===== src/rtl/ecn_pkg.sv =====
`default_nettype none
// ============================================================================
//  Module      : ecn_pkg
//  Description : Shared widths, FSM state encoding and a constant clog2 helper
//                for the check-node output selection stage.
//  Revision    : 1.0 - initial release
// ============================================================================
package ecn_pkg;

  localparam int ECN_LLR_WIDTH    = 5;
  localparam int ECN_Q_WIDTH      = 6;
  localparam int ECN_INDEXA_WIDTH = 5;
  localparam int ECN_INDEXI_WIDTH = 5;
  localparam int ECN_N_OUT        = 16;
  localparam int ECN_N_POP_MAX    = 32;
  localparam int ECN_I_LEN        = 16;

  typedef enum logic [1:0] {
    ST_IDLE = 2'd0,
    ST_RUN  = 2'd1,
    ST_DONE = 2'd2
  } ecn_state_t;

  // Smallest r with 2**r >= value, never less than 1 so that derived
  // vectors always have at least one bit.
  function automatic int ecn_clog2(input int value);
    int r;
    r = 0;
    for (int i = 0; i < 31; i++) begin
      if ((1 << i) < value) r = i + 1;
    end
    return (r < 1) ? 1 : r;
  endfunction

endpackage
`default_nettype wire


===== src/rtl/gf_seen_bitmap.sv =====
`default_nettype none
// ============================================================================
//  Module      : gf_seen_bitmap
//  Description : One flag per GF symbol recording whether it was already
//                emitted in the current round. Synchronous clear, combinational
//                lookup, set on request. Used only when ECN_DEDUP_EN is defined.
//  Revision    : 1.0 - initial release
// ============================================================================
module gf_seen_bitmap #(
  parameter int Q_Width = 6
) (
  input  logic           clk,
  input  logic           reset_n,
  input  logic           clear,
  input  logic           set_en,
  input  logic [Q_Width:0] addr,
  output logic           hit
);

  localparam int DEPTH = 2 ** (Q_Width + 1);

  logic [DEPTH-1:0] flags;

  assign hit = flags[addr];

  // Flag storage: clear wins over a simultaneous set so a new round starts empty.
  always_ff @(posedge clk or negedge reset_n) begin
    if (!reset_n) begin
      flags <= '0;
    end else if (clear) begin
      flags <= '0;
    end else if (set_en) begin
      flags[addr] <= 1'b1;
    end
  end

endmodule
`default_nettype wire


===== src/rtl/ecn_output_select.sv =====
`default_nettype none
// ============================================================================
//  Module      : ecn_output_select
//  Description : Drains the head of the sorted candidate list, drops GF symbols
//                already emitted (when ECN_DEDUP_EN is defined), normalizes
//                accepted LLRs to the first accepted one and streams up to
//                N_OUT unique pairs. Every pop also requests the follow-on
//                candidate (IndexA, IndexI+1) while it exists.
//                Optional macro: ECN_DEDUP_EN (duplicate filtering).
//  Revision    : 1.0 - initial release
// ============================================================================
module ecn_output_select
  import ecn_pkg::*;
#(
  parameter int LLR_Width    = ECN_LLR_WIDTH,
  parameter int Q_Width      = ECN_Q_WIDTH,
  parameter int IndexA_Width = ECN_INDEXA_WIDTH,
  parameter int IndexI_Width = ECN_INDEXI_WIDTH,
  parameter int N_OUT        = ECN_N_OUT,
  parameter int N_POP_MAX    = ECN_N_POP_MAX,
  parameter int I_LEN        = ECN_I_LEN
) (
  input  logic                         clk,
  input  logic                         reset_n,
  input  logic                         start,
  input  logic                         head_valid,
  input  logic [LLR_Width:0]           head_LLR,
  input  logic [Q_Width:0]             head_Q,
  input  logic [IndexA_Width:0]        head_IndexA,
  input  logic [IndexI_Width:0]        head_IndexI,
  output logic                         pop,
  output logic                         nxt_valid,
  output logic [IndexA_Width:0]        nxt_IndexA,
  output logic [IndexI_Width:0]        nxt_IndexI,
  output logic                         out_valid,
  output logic [LLR_Width:0]           out_LLR,
  output logic [Q_Width:0]             out_Q,
  output logic [ecn_clog2(N_OUT)-1:0]  out_pos,
  output logic                         done,
  output logic                         busy
);

  localparam int POS_W  = ecn_clog2(N_OUT);
  localparam int OCNT_W = ecn_clog2(N_OUT + 1);
  localparam int PCNT_W = ecn_clog2(N_POP_MAX + 1);
  localparam int IDXW   = IndexI_Width + 2;

  localparam logic [OCNT_W-1:0] N_OUT_C     = OCNT_W'(N_OUT);
  localparam logic [PCNT_W-1:0] N_POP_C     = PCNT_W'(N_POP_MAX);
  localparam logic [IDXW-1:0]   I_LEN_C     = IDXW'(I_LEN);
  localparam logic [IDXW-1:0]   IDX_ONE     = IDXW'(1);
  localparam logic [OCNT_W-1:0] OCNT_ONE    = OCNT_W'(1);
  localparam logic [PCNT_W-1:0] PCNT_ONE    = PCNT_W'(1);

  ecn_state_t state;
  ecn_state_t state_nxt;

  logic [OCNT_W-1:0]   out_cnt;
  logic [PCNT_W-1:0]   pop_cnt;
  logic [LLR_Width:0]  base;
  logic                base_valid;

  logic                seen_hit;
  logic                accept;
  logic                term;
  logic                nxt_ok;
  logic [IDXW-1:0]     idx_inc;
  logic [OCNT_W-1:0]   out_cnt_inc;
  logic [PCNT_W-1:0]   pop_cnt_inc;
  logic [LLR_Width:0]  norm_llr;

`ifdef ECN_DEDUP_EN
  gf_seen_bitmap #(
    .Q_Width (Q_Width)
  ) u_seen (
    .clk     (clk),
    .reset_n (reset_n),
    .clear   (start),
    .set_en  (accept),
    .addr    (head_Q),
    .hit     (seen_hit)
  );
`else
  assign seen_hit = 1'b0;
`endif

  assign out_cnt_inc = out_cnt + OCNT_ONE;
  assign pop_cnt_inc = pop_cnt + PCNT_ONE;
  assign idx_inc     = {1'b0, head_IndexI} + IDX_ONE;
  assign nxt_ok      = (idx_inc < I_LEN_C);

  // A start in the same cycle wipes the round, so it suppresses acceptance.
  assign accept = pop & ~start & ~seen_hit & (out_cnt < N_OUT_C);
  assign term   = pop & ~start &
                  ((accept && (out_cnt_inc == N_OUT_C)) || (pop_cnt_inc == N_POP_C));

  // Normalized LLR: zero for the first accepted entry, clamp on ordering violations.
  always_comb begin
    norm_llr = '0;
    if (base_valid && (head_LLR >= base)) begin
      norm_llr = head_LLR - base;
    end
  end

  // FSM state register.
  always_ff @(posedge clk or negedge reset_n) begin
    if (!reset_n) begin
      state <= ST_IDLE;
    end else begin
      state <= state_nxt;
    end
  end

  // FSM next state and status outputs; start outranks termination.
  always_comb begin
    state_nxt = state;
    pop       = 1'b0;
    busy      = 1'b0;
    done      = 1'b0;
    case (state)
      ST_IDLE: ;
      ST_RUN: begin
        pop  = head_valid;
        busy = 1'b1;
        if (term) state_nxt = ST_DONE;
      end
      ST_DONE: begin
        done      = 1'b1;
        state_nxt = ST_IDLE;
      end
      default: state_nxt = ST_IDLE;
    endcase
    if (start) state_nxt = ST_RUN;
  end

  // Round counters, normalization base and the registered output/request stage.
  always_ff @(posedge clk or negedge reset_n) begin
    if (!reset_n) begin
      out_cnt    <= '0;
      pop_cnt    <= '0;
      base       <= '0;
      base_valid <= 1'b0;
      out_valid  <= 1'b0;
      out_LLR    <= '0;
      out_Q      <= '0;
      out_pos    <= '0;
      nxt_valid  <= 1'b0;
      nxt_IndexA <= '0;
      nxt_IndexI <= '0;
    end else begin
      out_valid  <= 1'b0;
      out_LLR    <= '0;
      out_Q      <= '0;
      out_pos    <= '0;
      nxt_valid  <= 1'b0;
      nxt_IndexA <= '0;
      nxt_IndexI <= '0;

      // The consumed head always needs its successor, even on a duplicate.
      if (pop && nxt_ok) begin
        nxt_valid  <= 1'b1;
        nxt_IndexA <= head_IndexA;
        nxt_IndexI <= idx_inc[IndexI_Width:0];
      end

      if (start) begin
        out_cnt    <= '0;
        pop_cnt    <= '0;
        base       <= '0;
        base_valid <= 1'b0;
      end else if (pop) begin
        pop_cnt <= pop_cnt_inc;
        if (accept) begin
          out_valid <= 1'b1;
          out_Q     <= head_Q;
          out_pos   <= out_cnt[POS_W-1:0];
          out_LLR   <= norm_llr;
          out_cnt   <= out_cnt_inc;
          if (!base_valid) begin
            base       <= head_LLR;
            base_valid <= 1'b1;
          end
        end
      end
    end
  end

endmodule
`default_nettype wire

===== config.mk =====
export PLATFORM = sky130hd
export DESIGN_NAME = ecn_output_select
export DESIGN_NICKNAME = d
export VERILOG_FILES = /design/src/rtl/ecn_pkg.sv /design/src/rtl/gf_seen_bitmap.sv /design/src/rtl/ecn_output_select.sv
export SDC_FILE = /design/constraint.sdc
export NUM_CORES = 1
export LEC_CHECK = 0
export CAP_MARGIN = 20
export CORE_AREA = 2 2 79 74
export CTS_BUF_LIST = sky130_fd_sc_hd__clkbuf_8 sky130_fd_sc_hd__clkbuf_16
export CTS_CLUSTER_SIZE = 20
export DETAILED_ROUTE_END_ITERATION = 6
export DIE_AREA = 0 0 81 76
export PLACE_DENSITY = 0.8
export SYNTH_ARGS = -nofsm -noshare
export SYNTH_HDL_FRONTEND = slang
export SYNTH_SLANG_ARGS = --single-unit

===== constraint.sdc =====
create_clock -name clk -period 1.57 [get_ports clk]
set_input_delay 0.314 -clock clk [delete_from_list [all_inputs] [get_ports clk]]
set_output_delay 0.314 -clock clk [all_outputs]
set_load 0.02 [all_outputs]

# ---- Yosys cells after proc, flatten, opt, wreduce, memory -nomap -nowiden
# Index checks and enable logic that the tools add are counted.
dict set report totals {
  reg_bits 51
  input_bits 29
  output_inout_bits 34
  word_cells 74
}
dict set report classes {
  n_addsub 4
  order_cmp 3
  n_eq_ne 7
  muxes 34
  n_bitwise 4
  reduce_logical 10
}
# operator n
set op_table {}
lappend op_table {{6-bit 2-to-1 mux} 12}
lappend op_table {{7-bit 2-to-1 mux} 3}
lappend op_table {{5-bit 2-to-1 mux} 3}
lappend op_table {{4-bit 2-to-1 mux} 3}
lappend op_table {{1-bit 2-to-1 mux} 10}
lappend op_table {{6-bit by 1-bit adder with 7-bit output, second input constant} 1}
lappend op_table {{7-bit by 5-bit < comparator with 1-bit output, second input constant} 1}
lappend op_table {{6-bit by 1-bit adder with 6-bit output, second input constant} 1}
lappend op_table {{6-bit equality test, second input constant} 1}
lappend op_table {{6-bit greater-or-equal comparator} 1}
lappend op_table {{6-bit subtractor} 1}
lappend op_table {{5-bit by 1-bit adder with 5-bit output, second input constant} 1}
lappend op_table {{5-bit equality test, second input constant} 1}
lappend op_table {{5-bit < comparator, second input constant} 1}
lappend op_table {{2-bit 2-to-1 mux} 2}
lappend op_table {{2-bit inequality test, second input constant} 2}
lappend op_table {{2-bit case mux with 2 select lines} 1}
lappend op_table {{2-bit AND reduction} 2}
lappend op_table {{2-bit nonzero test} 2}
lappend op_table {{1-bit AND} 3}
lappend op_table {{1-bit logical AND} 3}
lappend op_table {{3-bit inequality test, second input constant} 1}
lappend op_table {{3-bit AND reduction} 1}
lappend op_table {{2-bit by 1-bit equality test with 1-bit output, second input constant} 1}
lappend op_table {{4 further kinds} 4}

# ---- Depth between registers and ports, before layout
# Gate-level depths: netlist of the first run.
dict set report logic_depth {
  ltp_word 10
  mapped_depth 8
  mapped_depth_nobuf 8
}

# ---- Worst setup path before layout of the first run
# Ideal clock, no wire load.
dict set report synth_timing {
  path_kind {input port to flip-flop}
  startpoint {input head_LLR[0]}
  endpoint {register out_LLR[4]}
  setup_time_ps 130
  t_arrival_ps 1653
  required_ps 1440
  setup_slack_ps -213
  cell_stages 8
  path_buffers 0
  cell_sequence {inv_1 > ha_1 > inv_1 > fa_1 > a211oi_1 > nor2_1 > o211ai_2 > nor3_1}
}
dict set report synth_via {
  elab_chain_len 6
  elab_cells_between_ends 7
  cone_classes {add/sub: 1; order compare: 1; mux: 4; reduce/logical: 1}
}
# element line_no
set synth_lines {}
lappend synth_lines {{start: declaration} ecn_output_select.sv:27} ;# input logic [LLR_Width:0] head_LLR,
lappend synth_lines {{6-bit greater-or-equal comparator} ecn_output_select.sv:100} ;# if (base_valid && (head_LLR >= base)) begin
lappend synth_lines {{1-bit logical AND} ecn_output_select.sv:100}
lappend synth_lines {{6-bit 2-to-1 mux (*)} ecn_output_select.sv:100}
lappend synth_lines {{6-bit 2-to-1 mux (*)} ecn_output_select.sv:173} ;# if (accept) begin
lappend synth_lines {{6-bit 2-to-1 mux (*)} ecn_output_select.sv:171} ;# end else if (pop) begin
lappend synth_lines {{6-bit 2-to-1 mux (*)} ecn_output_select.sv:166} ;# if (start) begin
lappend synth_lines {{end signal: assignment} ecn_output_select.sv:177} ;# out_LLR <= norm_llr;
lappend synth_lines {{end: declaration} ecn_output_select.sv:36} ;# output logic [LLR_Width:0] out_LLR,
# Every way passes the cells marked *; elsewhere a longest branch is shown, timed or not.
# A chain may end at the register's enable or synchronous reset.

# ---- Worst setup path in the final report of the first run
dict set report layout_timing {
  startpoint {register base[1]}
  endpoint {register out_LLR[5]}
}
dict set report layout_via {
  elab_chain_len 6
  elab_cells_between_ends 7
  cone_classes {add/sub: 1; order compare: 1; mux: 4; reduce/logical: 1}
}
# element line_no
set layout_lines {}
lappend layout_lines {{start: declaration} ecn_output_select.sv:60} ;# logic [LLR_Width:0] base;
lappend layout_lines {{start signal: assignment} ecn_output_select.sv:180} ;# base <= head_LLR;
lappend layout_lines {{6-bit greater-or-equal comparator} ecn_output_select.sv:100}
lappend layout_lines {{1-bit logical AND} ecn_output_select.sv:100}
lappend layout_lines {{6-bit 2-to-1 mux (*)} ecn_output_select.sv:100}
lappend layout_lines {{6-bit 2-to-1 mux (*)} ecn_output_select.sv:173}
lappend layout_lines {{6-bit 2-to-1 mux (*)} ecn_output_select.sv:171}
lappend layout_lines {{6-bit 2-to-1 mux (*)} ecn_output_select.sv:166}
# Marks and branches as above.

==> results.sh, run 1 <==
export IMPL_status="finished with violations"
export IMPL_violations="negative setup slack"
export IMPL_drt_total_wl_um=4750
export IMPL_ys_types=42
export IMPL_wire_per_inst_um=12.8
export IMPL_crit_path_max_incr_delay_ns=0.47
export IMPL_cp_data_required_time_ns=1.80
export IMPL_drtPass1Iterations=4
export IMPL_dp_slack_ns=-0.645
export IMPL_ys_ff_latch=51
export IMPL_finalCritPeriodShare_pct=110
export IMPL_timing_fmax_mhz=580
export IMPL_synthFlopType="dfrtp_1"
export IMPL_dieWidth_um=81
export IMPL_critPathCaptureType="register"
export IMPL_total_power_mw=2.90
export IMPL_crit_path_cell_trace="inv_2 -> ha_4 -> nor2b_4 -> o31a_1 -> or4b_1 -> a31oi_1"
export IMPL_synth_area_leaders="dfrtp_1 (57%), ha_1 (5.6%), and3_1 (3.7%), nor2_1 (3.6%), nand2_1 (3.2%)"
export IMPL_ant_nets=0
export IMPL_insertion_delay_ns=0.30
export IMPL_synth_most_common_cell="dfrtp_1"
export IMPL_grt_pass1_vias=1884
export IMPL_drc=0
export IMPL_clockBufferDepth=2
export IMPL_rows=26
export IMPL_cts_setup_buffers=0
export IMPL_peakVddDrop_v=0.000478
export IMPL_track_usage_pct=17.0
export IMPL_finalNetCount=339
export IMPL_cts_tree="done"
export IMPL_drive_gt1_share_pct=21.3
export IMPL_numClockSinks=51
export IMPL_arrival_ns=1.95
export IMPL_grt_antenna_before_repair=0
export IMPL_yosysTopAreaCell="dfrtp_1"
export IMPL_hold_viol=0
export IMPL_overflow=0
export IMPL_area_growth_synth_to_final_pct=53.6
export IMPL_num_vias=1791
export IMPL_fin_skew_ns=0.00514
export IMPL_synth_common_cells="dfrtp_1 (51), nor2_1 (21), nand2_1 (19)"
export IMPL_drtIter0Drc=49
export IMPL_leakagePower_nw=1.94
export IMPL_core_mm2=0.00540
export IMPL_syn_inst=201
export IMPL_gp_congestion=0.923
export IMPL_die_y_um=76
export IMPL_start_util_pct=41.1
export IMPL_min_path_type="input pin to register"
export IMPL_hpwl_um=3490
export IMPL_cts_htree_levels=2
export IMPL_postLayoutSetupSlackWorst_ns=-0.154
export IMPL_grt_max_degree=52
export IMPL_yosysTopAreaCellShare_pct=57.5
export IMPL_netlist_area_mm2=0.00222
export IMPL_die_area_mm2=0.00616
export IMPL_async_flop_share_pct=100
export IMPL_seq_area_frac_synth_pct=57.5
export IMPL_powerDensity_mw_per_mm2=849
export IMPL_avgSynthCellArea_um2=11.0
export IMPL_clk_pin_slew_worst_paths_ns=0.09
export IMPL_cts_root_buf="clkbuf_8"
export IMPL_cp_slowest_cell="or4b_1"
export IMPL_critPathMaxFanout=2
export IMPL_drv_cap=0
export IMPL_vias_per_cell=4.84
export IMPL_portBuffers=62
export IMPL_setup_viol=6
export IMPL_n_antenna_cell=0
export IMPL_startpoint_type="register"
export IMPL_io_pins=63
export IMPL_drv_slew=0
export IMPL_yosys_warnings=0
export IMPL_post_dp_cell_area_mm2=0.00321
export IMPL_rsz0062_at_grt="yes"
export IMPL_synth_edf_count=0
export IMPL_design_area_mm2=0.00341
export IMPL_grt_pass1_wl_um=8120
export IMPL_numCtsBuffers=5
export IMPL_period_minus_slack_ns=1.72
export IMPL_setup_worst_path_class="register to register"
==> per-stage QoR <==
stage | hold slack (ns) | TNS [ns] | utilization, % | cells
finish | 0.329 | -0.701 | 63.1 | 370
floorplan | 0.0184 | -0.523 | - | 202
global route | 0.310 | -1.15 | 63.1 | 370
global placement | 0.324 | -7.59 | 59.4 | 361
CTS | 0.421 | -0.657 | 61.5 | 370
detailed placement | 0.333 | -8.45 | 59.4 | 361
==> cells by family after synthesis <==
group                    after synthesis  synth area share [%]
AND/OR/NAND/NOR                       79                  18.8
flip-flops                            51                  57.5
AO/OA/AOI/OAI                         30                  9.36
buffers and inverters                 18                  3.27
XOR/XNOR                              11                  4.34
adder cells (fa/ha/maj)               11                  6.54
other                                  1                 0.169
==> critical path: cells and delay by family, from the launching register on <==
family	cells	cell delay, ns
compound gates	2	0.38
simple gates	2	0.59
buf+inv	1	0.08
fa+ha+maj	1	0.20
flops	1	0.40
==> worst paths after layout <==
path / from / endpoint / slack [ns] / depth (start not counted)
worst max-delay path: base[1] / out_LLR[5] / -0.15 / 6
worst min-delay path: head_LLR[4] / base[4] / 0.33 / 3
worst max register to register: base[1] / out_LLR[5] / -0.15 / 6
worst min register to register: base[4] / base[4] / 0.49 / 2
max in group asynchronous: reset_n / pop_cnt[3] / 0.81 / 3
min in group asynchronous: reset_n / nxt_IndexI[4] / 0.53 / 3
==> cell usage in the layout, fill, tap and decap left out, types with 2 or more instances in the layout <==
cell type	Yosys	final
dfrtp_1	51	51
nor3_2	1	2
nor2_1	21	20
a211oi_2	0	3
ha_4	0	4
xor2_1	5	5
buf_4	1	32
a21oi_1	4	4
inv_1	11	7
and3_1	13	13
nor2b_1	2	2
nand2_1	19	19
nor4_1	3	3
a31oi_1	2	2
dlymetal6s2s_1	0	20
nand4_1	4	4
xnor2_1	6	6
and2_1	8	8
clkbuf_8	0	6
conb_1	1	2
inv_2	1	4
ha_1	10	6
buf_2	1	2
o21ai_0	8	8
dlygate4sd2_1	0	17
clkdlybuf4s50_1	0	22
==> power breakdown <==
group	switching (mW)	internal, mW	leakage, nW
Combinational	0.266	0.285	1.19
Sequential	0.0278	1.36	0.684
Clock	0.430	0.524	0.0618
==> registers in the layout, indices dropped and copies added, names as in the netlist, 2 cells and up <==
signal / count
out_pos: 4
base: 6
nxt_IndexA: 6
out_Q: 7
state: 2
nxt_IndexI: 6
out_cnt: 5
pop_cnt: 6
out_LLR: 6
==> metal layers <==
metal	GRT usage [%]	part of all wire, %	up-vias
li1	-	-	876
met1	18.9	39	858
met2	29.4	52	50
met3	6.04	7.5	7
met4	6.27	1.7	0
met5	0	0	-
==> area by class of cell <==
| class | count | area (µm²) |
|---|---|---|
| inverters | 12 | 47.5 |
| clock inverters | 2 | 38.8 |
| multi-input cells | 133 | 966 |
| repair buffers | 96 | 911 |
| flip-flops and latches | 51 | 1280 |
| clock buffers | 6 | 82.6 |
| well taps | 70 | 87.6 |
| fillers | 464 | 1990 |
==> timing repair <==
action | 4_1_cts | 5_1_grt
setup endpoints to repair | 23 | 26
cloned | 0 | 0
hold buffers | 1 | 0
hold endpoints to repair | 45 | 0
pin swaps | 10 | 4
gates resized for setup | 28 | 29
(Power assumes the default switching activity.)
==> run 2: changes to the inputs <==
SLEW_MARGIN = 40   (was unset)
==> results of run 2 <==
The final DEF is identical to that of run 1; final timing and power are the same.
==> run 3: changes to the inputs <==
CORE_AREA = 2 2 96 61   (was 2 2 79 74)
DIE_AREA = 0 0 98 63   (was 0 0 81 76)
GPL_ROUTABILITY_DRIVEN = 0   (was unset)
PLACE_DENSITY = 0.81   (was 0.8)
==> run 3 against run 2 <==
The flow still finishes with violations (negative setup slack). Routed wire length rose by 1.1%. Combinational power grew 0.9%. Non-clock buffer count down 2. Global-route usage fell by 0.38 points. Core utilization is 1.0 points higher. Total power shrank 1.7%. Clock skew up 0.0066 ns. Final area up 0.33%. Largest cell class unchanged.
==> results.sh, run 3 (synthesized netlist as in run 1, its figures left out) <==
export IMPL_status="finished with violations"
export IMPL_violations="negative setup slack"
export IMPL_reg2reg_depth=6
export IMPL_start_util_pct=41.6
export IMPL_rows=21
export IMPL_insertion_delay_ns=0.30
export IMPL_holdPathStages=3
export IMPL_worstReg2RegStart="base[1]"
export IMPL_grt_pass1_wl_um=8180
export IMPL_grt_antenna_before_repair=0
export IMPL_grt_pass1_vias=1746
export IMPL_drt_total_wl_um=4800
export IMPL_drv_cap=0
export IMPL_timing_fmax_mhz=591
export IMPL_numCtsBuffers=5
export IMPL_dieWidth_um=98
export IMPL_n_antenna_cell=0
export IMPL_overflow=0
export IMPL_period_minus_slack_ns=1.69
export IMPL_portBuffers=62
export IMPL_setup_worst_path_class="input pin to register"
export IMPL_track_usage_pct=16.6
export IMPL_cts_htree_levels=2
export IMPL_top_register="out_Q"
export IMPL_r2r_end="out_LLR[5]"
export IMPL_total_power_mw=2.85
export IMPL_hold_viol=0
export IMPL_powerDensity_mw_per_mm2=832
export IMPL_clk_pin_slew_worst_paths_ns=0.10
export IMPL_reg2reg_slack_ns=-0.12
export IMPL_drc=0
export IMPL_cts_tree="done"
export IMPL_vias_per_cell=4.79
export IMPL_cts_setup_buffers=0
export IMPL_largest_reg_flops=7
export IMPL_area_growth_synth_to_final_pct=54.1
export IMPL_rsz0062_at_grt="yes"
export IMPL_startpoint_type="input pin"
export IMPL_cts_root_buf="clkbuf_8"
export IMPL_drive_gt1_share_pct=21.1
export IMPL_final_cell_mix="dfrtp_1 (51), buf_4 (29), dlymetal6s2s_1 (25)"
export IMPL_io_pins=63
export IMPL_hpwl_um=3560
export IMPL_min_delay_start="head_LLR[3]"
export IMPL_num_vias=1759
export IMPL_core_mm2=0.00533
export IMPL_finalNetCount=337
export IMPL_peakVddDrop_v=0.000435
export IMPL_drtPass1Iterations=4
export IMPL_fin_skew_ns=0.0118
export IMPL_drtIter0Drc=35
export IMPL_die_y_um=63
export IMPL_utilization_pct=64.1
export IMPL_setup_viol=6
export IMPL_arrival_ns=1.88
export IMPL_critPathCaptureType="register"
export IMPL_final_common_cell="dfrtp_1"
export IMPL_ant_nets=0
export IMPL_hold_end="base[3]"
export IMPL_critPathMaxFanout=6
export IMPL_min_path_type="input pin to register"
export IMPL_wire_per_inst_um=13.1
export IMPL_clockBufferDepth=2
export IMPL_die_area_mm2=0.00617
export IMPL_cp_data_required_time_ns=1.76
export IMPL_grt_max_degree=37
export IMPL_drv_slew=0
export IMPL_numClockSinks=51
export IMPL_leakagePower_nw=2.00
export IMPL_postLayoutSetupSlackWorst_ns=-0.123
export IMPL_finalCritPeriodShare_pct=108
==> run 3: power by group <==
group / switching, mW / leakage [nW] / internal [mW]
combinational: 0.267 / 1.26 / 0.289
sequential: 0.0293 / 0.684 / 1.36
clock: 0.424 / 0.0581 / 0.475
==> run 3: through the flow <==
step | hold slack, ns | area, µm² | std cells | setup WS, ns | setup TNS, ns
6_report | 0.445 | 3420 | 367 | -0.123 | -0.686
5_1_grt | 0.451 | 3420 | 367 | -0.255 | -1.34
4_1_cts | 0.404 | 3300 | 367 | -0.139 | -0.743
3_5_place_dp | 0.263 | 3190 | 358 | -0.658 | -8.55
3_3_place_gp | 0.259 | 3190 | 358 | -0.598 | -7.51
2_1_floorplan | 0.0184 | 2270 | 202 | -0.0954 | -0.523
==> run 3: worst max-delay path: stages <==
cell,delay [ns]
clkdlybuf4s50_1,0.48
ha_1,0.24
and3_1,0.19
a311o_1,0.30
o211ai_4,0.28
nor2_1,0.08
==> run 3: how the worst max path moves through the flow <==
stage	start	endpoint	slack [ns]	depth (start not counted)
2_1_floorplan	base[0]	out_LLR[3]	-0.1	7
3_3_place_gp	head_LLR[0]	out_LLR[3]	-0.60	9
3_5_place_dp	head_LLR[0]	out_LLR[0]	-0.66	9
4_1_cts	base[3]	out_LLR[5]	-0.14	7
5_1_grt	base[1]	out_LLR[5]	-0.26	6
6_report	head_LLR[4]	out_LLR[2]	-0.12	6
==> run 3: what timing repair did <==
action                                  CTS  global route
endpoints found under the setup margin   15            42
resized for setup                        21            38
pin swaps                                11             4
hold buffers                              1             0
hold endpoints to repair                 15             0
==> run 3: routing by layer <==
metal / up-vias / global-route usage, % / routed length (µm)
met4: 0 / 3.65 / 15
li1: 880 / - / -
met3: 2 / 5.93 / 327
met5: - / 0 / 0
met2: 57 / 24.6 / 2110
met1: 820 / 23.6 / 2350
==> run 3: layout make-up <==
class	instances	area, µm²
fill	437	1910
sequential	51	1280
multi-input combinational	133	978
timing repair buffer	94	920
tap	69	86.3
clock buffer	5	68.8
inverter	12	47.5
clock inverter	3	43.8
